## config.mk

```make
export PLATFORM = sky130hd
export DESIGN_NAME = if_fetch_queue_flat
export DESIGN_NICKNAME = d
export VERILOG_FILES = /design/src/rtl/fetch_pkg.sv /design/src/rtl/if_fetch_queue_if.sv /design/src/rtl/if_fq_storage.sv /design/src/rtl/if_fetch_queue.sv /design/src/flat_wrapper.sv
export SDC_FILE = /design/constraint.sdc
export NUM_CORES = 1
export LEC_CHECK = 0
export ABC_AREA = 1
export CAP_MARGIN = 20
export CORE_MARGIN = 8
export CORE_UTILIZATION = 35
export DETAILED_ROUTE_END_ITERATION = 6
export GPL_TIMING_DRIVEN = 1
export PLACE_DENSITY = 0.56
export REMOVE_ABC_BUFFERS = 1
export SLEW_MARGIN = 25
export SYNTH_ARGS = -nofsm -noshare
export SYNTH_HDL_FRONTEND = slang
export SYNTH_SLANG_ARGS = --single-unit
```

## constraint.sdc

```tcl
create_clock -name i_clk -period 6.2 [get_ports i_clk]
set_clock_uncertainty 0.15 [all_clocks]
set_input_delay 1.24 -clock i_clk [delete_from_list [all_inputs] [get_ports i_clk]]
set_output_delay 1.24 -clock i_clk [all_outputs]
set_load 0.05 [all_outputs]
```

## src/rtl/fetch_pkg.sv

```systemverilog
// Shared fetch-path definitions: NOP encoding, the {pc, instr} entry record
// and default sizing used by the prefetch queue and its interface.
package fetch_pkg;

    localparam int XLEN_DEFAULT  = 32;
    localparam int DEPTH_DEFAULT = 4;

    // addi x0, x0, 0 -- shown to decode whenever the queue has nothing to offer
    localparam logic [31:0] NOP_INSTR = 32'h0000_0013;

    typedef struct packed {
        logic [XLEN_DEFAULT-1:0] pc;
        logic [XLEN_DEFAULT-1:0] instr;
    } fetch_entry_t;

    function automatic int count_width(input int depth);
        return $clog2(depth) + 1;
    endfunction

endpackage

```

## src/rtl/if_fetch_queue_if.sv

```systemverilog
// Fetch-to-decode bundle for the prefetch queue: PC/instruction capture side,
// PC write-enable backpressure, and the decode valid/ready side.
interface if_fetch_queue_if #(
    parameter int DEPTH = fetch_pkg::DEPTH_DEFAULT,
    parameter int XLEN  = fetch_pkg::XLEN_DEFAULT
);
    localparam int CNT_W = fetch_pkg::count_width(DEPTH);

    logic [XLEN-1:0]  i_pc;
    logic [XLEN-1:0]  i_instr;
    logic             i_fetch_valid;
    logic             i_flush;
    logic             o_pc_wr_en;
    logic             o_valid;
    logic [XLEN-1:0]  o_pc;
    logic [XLEN-1:0]  o_instr;
    logic             i_ready;
    logic [CNT_W-1:0] o_count;

    // Environment side: PC/imem source plus the decode stage
    modport master (
        output i_pc, i_instr, i_fetch_valid, i_flush, i_ready,
        input  o_pc_wr_en, o_valid, o_pc, o_instr, o_count
    );

    modport slave (
        input  i_pc, i_instr, i_fetch_valid, i_flush, i_ready,
        output o_pc_wr_en, o_valid, o_pc, o_instr, o_count
    );

endinterface

```

## src/rtl/if_fq_storage.sv

```systemverilog
// Entry storage for the prefetch queue: DEPTH x {pc, instr} registers with one
// synchronous write port and an asynchronous read port. Contents are not reset.
module if_fq_storage #(
    parameter int DEPTH = 4,
    parameter int XLEN  = 32
) (
    input  logic                     clk_i,
    input  logic                     we_i,
    input  logic [$clog2(DEPTH)-1:0] waddr_i,
    input  logic [2*XLEN-1:0]        wdata_i,
    input  logic [$clog2(DEPTH)-1:0] raddr_i,
    output logic [2*XLEN-1:0]        rdata_o
);

    logic [2*XLEN-1:0] mem_q [DEPTH];

    always_ff @(posedge clk_i) begin
        if (we_i) begin
            mem_q[waddr_i] <= wdata_i;
        end
    end

    assign rdata_o = mem_q[raddr_i];

endmodule

```

## src/rtl/if_fetch_queue.sv

```systemverilog
// Instruction prefetch queue between PC and decode, with PC backpressure and
// flush. Define IF_FETCH_QUEUE_BYPASS_EN for a zero-latency path when empty.
module if_fetch_queue
    import fetch_pkg::*;
#(
    parameter int DEPTH = DEPTH_DEFAULT,
    parameter int XLEN  = XLEN_DEFAULT
) (
    input  logic             i_clk,
    input  logic             i_rst,
    input  logic             i_clk_en,
    if_fetch_queue_if.slave  fq
);

    localparam int PTR_W = $clog2(DEPTH);
    localparam int CNT_W = PTR_W + 1;
    localparam logic [CNT_W-1:0] FULL_CNT = CNT_W'(DEPTH);

    logic [PTR_W-1:0]  rd_ptr_q, rd_ptr_d;
    logic [PTR_W-1:0]  wr_ptr_q, wr_ptr_d;
    logic [CNT_W-1:0]  count_q, count_d;

    logic              not_full;
    logic              stored_vld;
    logic              bypass_act;
    logic              pop;
    logic              push;
    logic              wr_push;
    logic              rd_pop;
    logic [2*XLEN-1:0] wdata;
    logic [2*XLEN-1:0] rdata;

    assign not_full   = (count_q != FULL_CNT);
    assign stored_vld = (count_q != '0);

`ifdef IF_FETCH_QUEUE_BYPASS_EN
    // Empty queue forwards the live fetch straight to decode; a redirect kills it
    assign bypass_act = !stored_vld && fq.i_fetch_valid && !fq.i_flush;
`else
    assign bypass_act = 1'b0;
`endif

    assign fq.o_valid = stored_vld || bypass_act;

    assign pop  = fq.o_valid && fq.i_ready && i_clk_en;
    assign push = fq.i_fetch_valid && i_clk_en && !fq.i_flush && (not_full || pop);

    // A bypassed entry consumed this cycle never touches the buffer
    assign rd_pop  = pop && !bypass_act;
    assign wr_push = push && !(bypass_act && pop);

    // PC advances whenever the fetched word has somewhere to go, or is being discarded
    assign fq.o_pc_wr_en = fq.i_flush || not_full || (fq.o_valid && fq.i_ready);

    assign wdata = {fq.i_pc, fq.i_instr};

    if_fq_storage #(
        .DEPTH (DEPTH),
        .XLEN  (XLEN)
    ) u_storage (
        .clk_i   (i_clk),
        .we_i    (wr_push),
        .waddr_i (wr_ptr_q),
        .wdata_i (wdata),
        .raddr_i (rd_ptr_q),
        .rdata_o (rdata)
    );

    always_comb begin
        fq.o_pc    = '0;
        fq.o_instr = XLEN'(NOP_INSTR);
        if (stored_vld) begin
            fq.o_pc    = rdata[2*XLEN-1:XLEN];
            fq.o_instr = rdata[XLEN-1:0];
        end else if (bypass_act) begin
            fq.o_pc    = fq.i_pc;
            fq.o_instr = fq.i_instr;
        end
    end

    assign fq.o_count = count_q;

    always_comb begin
        rd_ptr_d = rd_ptr_q;
        wr_ptr_d = wr_ptr_q;
        count_d  = count_q;
        if (fq.i_flush) begin
            rd_ptr_d = '0;
            wr_ptr_d = '0;
            count_d  = '0;
        end else begin
            if (wr_push) begin
                wr_ptr_d = wr_ptr_q + PTR_W'(1);
            end
            if (rd_pop) begin
                rd_ptr_d = rd_ptr_q + PTR_W'(1);
            end
            unique case ({wr_push, rd_pop})
                2'b10:   count_d = count_q + CNT_W'(1);
                2'b01:   count_d = count_q - CNT_W'(1);
                default: count_d = count_q;
            endcase
        end
    end

    // Clock enable gates every update, flush included; reset overrides it
    always_ff @(posedge i_clk) begin
        if (i_rst) begin
            rd_ptr_q <= '0;
            wr_ptr_q <= '0;
            count_q  <= '0;
        end else if (i_clk_en) begin
            rd_ptr_q <= rd_ptr_d;
            wr_ptr_q <= wr_ptr_d;
            count_q  <= count_d;
        end
    end

endmodule

```

## src/flat_wrapper.sv

```systemverilog
// flat-port wrapper written by rule: the top's interface ports become plain ports
module if_fetch_queue_flat import fetch_pkg::*;
#(
    parameter int DEPTH = DEPTH_DEFAULT,
    parameter int XLEN  = XLEN_DEFAULT
)
  (i_clk, i_rst, i_clk_en, fq_i_pc, fq_i_instr, fq_i_fetch_valid, fq_i_flush, fq_i_ready, fq_o_pc_wr_en, fq_o_valid, fq_o_pc, fq_o_instr, fq_o_count);
  if_fetch_queue_if #(.DEPTH(DEPTH), .XLEN(XLEN)) fq_i ();
  input  logic i_clk;
  input  logic i_rst;
  input  logic i_clk_en;
  input wire logic [$bits(fq_i.i_pc)-1:0] fq_i_pc;
  input wire logic [$bits(fq_i.i_instr)-1:0] fq_i_instr;
  input wire logic [$bits(fq_i.i_fetch_valid)-1:0] fq_i_fetch_valid;
  input wire logic [$bits(fq_i.i_flush)-1:0] fq_i_flush;
  input wire logic [$bits(fq_i.i_ready)-1:0] fq_i_ready;
  output wire logic [$bits(fq_i.o_pc_wr_en)-1:0] fq_o_pc_wr_en;
  output wire logic [$bits(fq_i.o_valid)-1:0] fq_o_valid;
  output wire logic [$bits(fq_i.o_pc)-1:0] fq_o_pc;
  output wire logic [$bits(fq_i.o_instr)-1:0] fq_o_instr;
  output wire logic [$bits(fq_i.o_count)-1:0] fq_o_count;
  assign fq_i.i_pc = fq_i_pc;
  assign fq_i.i_instr = fq_i_instr;
  assign fq_i.i_fetch_valid = fq_i_fetch_valid;
  assign fq_i.i_flush = fq_i_flush;
  assign fq_i.i_ready = fq_i_ready;
  assign fq_o_pc_wr_en = fq_i.o_pc_wr_en;
  assign fq_o_valid = fq_i.o_valid;
  assign fq_o_pc = fq_i.o_pc;
  assign fq_o_instr = fq_i.o_instr;
  assign fq_o_count = fq_i.o_count;
  if_fetch_queue #(.DEPTH(DEPTH), .XLEN(XLEN)) u_core (.i_clk(i_clk), .i_rst(i_rst), .i_clk_en(i_clk_en), .fq(fq_i));
endmodule
```

== After elaboration in Yosys (flattened, before gate mapping) ==
Memory sizes are Yosys's and may differ from the RTL's. A register that Yosys moved wholly into a read port is not among the register bits.
Cells that the tools add are included.

* $add $sub $neg: 4
* Eq/ne operators: 3
* Muxes and demuxes: 12
* Reduce and logical (&&, ||, !) cells: 16

{| class="wikitable"
|+ Operators with widths
! cell !! number
|-
| $mux 32 || 2
|-
| $mux 2 || 6
|-
| $pmux 3 s2 || 1
|-
| $reduce_and 2->1 || 3
|-
| $reduce_bool 3->1 || 2
|-
| $logic_and 1x1->1 || 5
|-
| $add 2x1->2 const B || 2
|-
| $reduce_bool 2->1 || 2
|-
| $add 3x1->3 const B || 1
|-
| $logic_or 1x1->1 || 3
|-
| $mux 3 || 1
|-
| $ne 3x3->1 const B || 1
|-
| $sub 3x1->3 const B || 1
|-
| $eq 2x1->1 const B || 1
|-
| $eq 2x2->1 const B || 1
|-
| $mux 1 || 2
|-
| $logic_not 1->1 || 1
|}

* Register bits: 7
* Bits in writable memories: 256
* Input bits: 70
* Output and inout port bits: 69
* Word-level logic and storage cells: 39
* Memories: 1

{| class="wikitable"
|+ Memories
! name !! depth !! width !! rd ports !! clocked after Yosys merged registers in !! write ports !! line !! source
|-
| u_core.u_storage.mem_q || 4 || 64 || 1 || 1 || 1 || if_fq_storage.sv:15 || <nowiki>logic [2*XLEN-1:0] mem_q [DEPTH];</nowiki>
|}

== Longest topological paths before layout ==
* Depth in word-level cells: 8
* Mapped depth: 14
* Gate-level depth less buffers: 14

== Hierarchy ==
From an unflattened synthesis, not the netlist that was laid out.

* Cell total of the unflattened synthesis: 1208
* Area total of the unflattened synthesis: 11753.8 um^2

{| class="wikitable"
|+ By module, submodules not included
! module !! times used !! cells each !! area each (um^2)
|-
| if_fq_storage || 1 || 1010 || 10761.6
|-
| if_fetch_queue || 1 || 198 || 992.2
|}

== Worst setup path before layout ==
Ideal clock, no wire load.

* Path type: input port to flip-flop
* Start point: input port i_clk_en
* End point: memory u_core.u_storage.mem_q[0][0] (netlist bit) (enable)
* Setup time: 0.486 ns
* Data arrival time: 4.316 ns
* Slack: 1.248 ns
* Cell stages on the path: 5
* Path buffers: 1
* Cell sequence: buf_4 -> nand3_2 -> inv_2 -> nand2_2 -> nor2_1

* Longest elaborated chain between the ends: 5
* Elaborated cells on any way between the ends: 7
* Classes of those cells: mux: 2; reduce/logical: 5

{| class="wikitable"
|+ RTL lines
! what !! line !! source
|-
| start, declared || flat_wrapper.sv:11 || <nowiki>input logic i_clk_en;</nowiki>
|-
| $logic_and 1x1->1, on equally long branches || if_fetch_queue.sv:46, if_fetch_queue.sv:45 ||
|-
| $logic_and 1x1->1 / $logic_or 1x1->1 (equally long branches) || if_fetch_queue.sv:46 || <nowiki>assign push = fq.i_fetch_valid && i_clk_en && !fq.i_flush && (not_full || pop);</nowiki>
|-
| $logic_and 1x1->1 (*) || if_fetch_queue.sv:46 ||
|-
| $mux 1 (*) || if_fq_storage.sv:18 || <nowiki>if (we_i) begin</nowiki>
|-
| $mux 1 (not written as such) (*) || if_fq_storage.sv:19 || <nowiki>mem_q[waddr_i] <= wdata_i;</nowiki>
|-
| end, declared || if_fq_storage.sv:15 ||
|}

Mark *: on every way between the ends. The rest lies on a longest branch, timed or not.

==> results.ini <==
[status]
outcome = finished clean

[yosys]
syn_avg_cell_area_sq_um = 12.6
synth-seq-area-share = 0.750
synthCells = 834
ys_warn_count = 0
yosysTopAreaCell = edfxtp_1
synthDistinctLibCells = 26
synth.area.top_cells = edfxtp_1 73%, nor2_1 9.6%, o21ai_0 5.7%, a21oi_1 3.2%, dfxtp_1 1.7%
ys.flop_type = edfxtp_1
synth_top_area_frac = 0.733
synthArstFlopShare = 0
synth_seq_cells = 265
synth_area_sq_mm = 0.0105
synth_edf_count = 256

[clocking]
cts_resized = 0
clockRootBuffer = clkbuf_16
path_clk_slew_ns = 0.06
insertion_delay_ns = 0.52
cts_hold_buf = 0
cts_buffers = 29
cts_sinks = 265
htree_levels = 1
clockBufferDepth = 3
cts_tree = done
post_cts_buffers = 0

[detailed_routing]
wl_per_cell_microns = 17.8
via_count = 6586
antenna_left = 0
drc = 0
wirelength_microns = 24600
dr.pass1.iters = 4
vias_per_cell = 4.77
first_iter_violations = 451

[hold_path]
holdPathStages = 2
hp-start = u_core.rd_ptr_q[1]$_SDFFE_PP0P_
hold_path.class = reg -> reg

[final_layout]
layout-drive-gt1-share = 0.0747
syn_to_final_growth_pct = 25.4
n_antenna_cell = 0
multiInputGateArea_sq_mm = 0.00229
fill_cells = 2693
layout_common_cells = 263 x nor2_1, 256 x edfxtp_1, 138 x clkdlybuf4s50_1, 119 x o21ai_0, 67 x a21oi_1
layout_commonest_cell = nor2_1
regArea_sq_mm = 0.00787
layout.nets = 1042

[place]
io_buffers = 138
place_ws_ns = 1.75
place_congestion = 0.702
dpl.hpwl_microns = 14100

[worst_setup_path]
reg2reg_depth = 7
reg2reg_setup_slack_ns = 3.62
arrival_ns = 3.58
worstSetupEndpointType = primary output
timing.rr.end = u_core.u_storage.mem_q[1][29]$_DFFE_PP_
path_max_fanout = 74
r2r-start = u_core.fq.o_count[0]$_SDFFE_PP0P_
start_kind = flop
critical_path_required_ns = 4.81
worstSetupPathType = reg -> out

[timing]
setup-tns-final_ns = 0
slew_headroom = 0.337
hold_viol = 0
fin_ws_ns = 1.23
period_share = 0.801
worstMarginPinSlew_ns = 0.992
rsz0062_at_grt = false
fmax_mhz = 201
slew_viol_final = 0
fin_crit_ns = 4.97
setup_viol = 0

[flow_run]
cap_violations = 0

[die]
die-area_sq_mm = 0.0358
num_rows = 63
fp.coreArea_sq_mm = 0.0296
die_w_microns = 189
die_height_microns = 189
start_util = 0.355
io_pins = 139

[grt]
grt_max_degree = 75
globalRouteOverflowTotal = 0
grt_pass1_vias = 6751
antenna_found_initial = 0
grt_usage = 0.134
grt_first_pass_wirelength_microns = 38500

[power_and_ir_drop]
p_per_area_mw_per_mm2 = 319
ir_drop_uv = 180
p_leak_nw = 4.40

[layer usage]
layer | wire length (microns) | global-route usage | part of all wire
met5 | 0 | 0 | 0
met4 | 346 | 0.0319 | 0.014
met3 | 1410 | 0.0270 | 0.057
met2 | 11900 | 0.227 | 0.48
met1 | 10900 | 0.176 | 0.44
[critical path: stages, from the launching register on]
cell             delay [ns]
dfxtp_4                0.88
buf_4                  0.63
nor2_1                 0.12
nor2_1                 0.10
o21ai_0                0.09
a21oi_1                0.26
clkdlybuf4s50_1        0.86
[final cells by class]
| type | instances | area share |
|---|---|---|
| repair buffers | 150 | 0.115 |
| well taps | 390 | 0.0371 |
| clock buffers | 36 | 0.0571 |
| inverters | 20 | 0.00590 |
| flip-flops and latches | 265 | 0.598 |
| clock inverters | 18 | 0.0126 |
| multi-input cells | 501 | 0.174 |
[logic make-up (layout without fill, tap and decap cells)]
family | Yosys count | after routing | share of synthesized area
AO/OA/AOI/OAI | 199 | 199 | 0.0967
adder cells (fa/ha/maj) | 5 | 5 | 0.00668
buffers and inverters | 68 | 224 | 0.0349
flip-flops | 265 | 265 | 0.750
AND/OR/NAND/NOR | 297 | 297 | 0.112
[synthesized netlist by cell type, types with 2 or more instances]
master    number
o21ai_1        8
o311ai_0       3
nand3_2        4
nand2_2        2
edfxtp_1     256
buf_4          6
a21oi_1       67
buf_1          4
buf_2          5
nor2_1       267
o21ai_0      119
buf_6         11
clkbuf_1      22
nand4_1        2
inv_2          6
nand2_1       12
ha_1           4
dfxtp_1        9
inv_1         14
nand3_1        7
[power breakdown]
| part | leakage, nW | switching (mW) | internal, mW |
|---|---|---|---|
| Combinational | 1.57 | 0.378 | 0.177 |
| Sequential | 2.39 | 0.0185 | 1.98 |
| Clock | 0.446 | 0.662 | 0.982 |
[sequential cells by signal, summed over array words and instances, names as in the netlist, named ones only]
name and cells:
u_core.fq.o_count 3, u_core.rd_ptr_q 2, u_core.u_storage.mem_q 256, u_core.wr_ptr_q 2
[per-stage QoR]
step	hold WS, ns	power (mW)	util	cells	cell area, sq um
finish	0.335	4.20	0.445	1380	13200
global route	0.371	4.35	0.445	1380	13200
CTS	0.340	4.25	0.444	1379	13100
detailed placement	0.331	2.60	0.413	1325	12200
global placement	0.328	2.60	0.413	1325	12200
floorplan	0.297	2.36	-	786	10200
[how the worst max path moves through the flow]
| stage | cells after the start | slack (ns) | from | to |
|---|---|---|---|---|
| 2_1_floorplan | 5 | 0.003 | flop | fq_o_instr[0] |
| 3_3_place_gp | 6 | 1.78 | flop | fq_o_instr[24] |
| 3_5_place_dp | 6 | 1.75 | flop | fq_o_pc[3] |
| 4_1_cts | 6 | 1.19 | flop | fq_o_pc[3] |
| 5_1_grt | 6 | 0.98 | flop | fq_o_instr[24] |
| 6_report | 6 | 1.23 | flop | fq_o_instr[23] |
No activity file was read; power rests on OpenSTA's default activity.
==> RTL edit (same flow settings) <==
`XLEN_DEFAULT`: 32 -> 48.
--- a/src/rtl/fetch_pkg.sv
+++ b/src/rtl/fetch_pkg.sv
@@ -3,5 +3,5 @@
 package fetch_pkg;
 
-    localparam int XLEN_DEFAULT  = 32;
+    localparam int XLEN_DEFAULT  = 48;
     localparam int DEPTH_DEFAULT = 4;
 
Interface: changed (resized fq_i_instr, fq_i_pc, fq_o_instr and fq_o_pc); port bits go from 139 to 203. No check against the original RTL was run, so the function may have changed too.
==> RTL edit against the unedited design <==
- cell area grew 46%
- synthesized area grew 47%
- sequential cell count grew 128
- wire length grew 52%
- worst setup slack lost 150 ps
- power grew 46%
- global-route usage grew 1.0 points
- clock power grew 45%
- critical path type unchanged
- critical endpoint is now fq_o_instr[39]
- largest power group unchanged
- highest routed layer is now met5
==> RTL edit: results (changes against the unedited design) <==
metric;value;unit;change
status;finished clean;;unchanged
crit-path max FO;92;;was 74
nets@finish;1508;;was 1,042
Crit path largest cell delay;860;ps;was 880 ps
Mean Syn Cell Area;12.7;um2;was 12.6 um2
CTS H-tree lvls;2;;was 1
DP Wirelength;21100;um;was 14,100 um
Starting DRT DRC Count;686;;was 451
gr usage total;0.145;;was 0.134
antenna violations before repair;4;;was 0
WL per Instance;18.4;um;was 17.8 um
sequential-to-total area share from yosys stat;0.762;;was 0.750
Max IR drop VDD;0.218;mV;was 0.180 mV
instance area after placement;0.0179;mm2;was 0.0122 mm2
first-pass GRT wire length;57200;um;was 38,500 um
Post-Layout Cell Count;2027;;was 1,380
Crit-path slowest cell;clkdlybuf4s50_1;;was dfxtp_4
TritonRoute pass-1 iters;5;;was 4
post-DR vias/cell;4.77;;about the same
Post-synth EDFFs;384;;was 256
synth unique cells;24;;was 26
Commonest cells post-synth;396 x nor2_1, 384 x edfxtp_1, 170 x o21ai_0;;was 267 x nor2_1, 256 x edfxtp_1, 119 x o21ai_0
Place WS;1560;ps;was 1750 ps
dpl cells;1948;;was 1,325
port buffer count;202;;was 138
==> RTL edit: metal layers <==
metal | track usage | routed length (um) | up-vias
li1 | - | - | 4687
met1 | 0.188 | 16500 | 4693
met2 | 0.235 | 17700 | 230
met3 | 0.0331 | 2180 | 56
met4 | 0.0518 | 881 | 6
met5 | 0 | 34 | -
==> RTL edit: final timing paths <==
kind	slack, ps	end	startpoint
max	1080	fq_o_instr[39]	register
min	380	u_core.wr_ptr_q[1]	u_core.wr_ptr_q[1]
max reg2reg	3720	u_core.u_storage.mem_q[3][94]	u_core.fq.o_count[0]
min reg2reg	380	u_core.wr_ptr_q[1]	u_core.wr_ptr_q[1]
==> RTL edit: final cells by class <==
cell class | count | area (um2) | area share
diodes | 2 | 5.00 | 0.000260
well taps | 592 | 741 | 0.0386
clock buffers | 56 | 1120 | 0.0585
multi-input cells | 725 | 3220 | 0.168
repair buffers | 218 | 2140 | 0.111
inverters | 20 | 81.3 | 0.00423
flip-flops and latches | 393 | 11700 | 0.610
clock inverters | 21 | 176 | 0.00918
==> RTL edit: cells by family after synthesis <==
kind of cell    count (synthesis)  synth area share
flops                         393             0.762
compound gates                295            0.0972
buf+inv                        94            0.0306
fa+ha+maj                       5           0.00456
simple gates                  425             0.106
==> RTL edit: critical path, delay by kind of cell (launching register included) <==
| kind | cells | cell delay, ps |
|---|---|---|
| buf+inv | 3 | 2180 |
| flops | 1 | 500 |
| compound gates | 2 | 420 |
==> RTL edit: power by group through the flow <==
stage	clock network, mW	registers (mW)	logic [mW]
floorplan	0	3.04	0.459
global placement	0	3.02	0.824
detailed placement	0	3.02	0.826
CTS	2.45	2.96	0.830
global route	2.53	2.97	0.868
finish	2.37	2.96	0.814
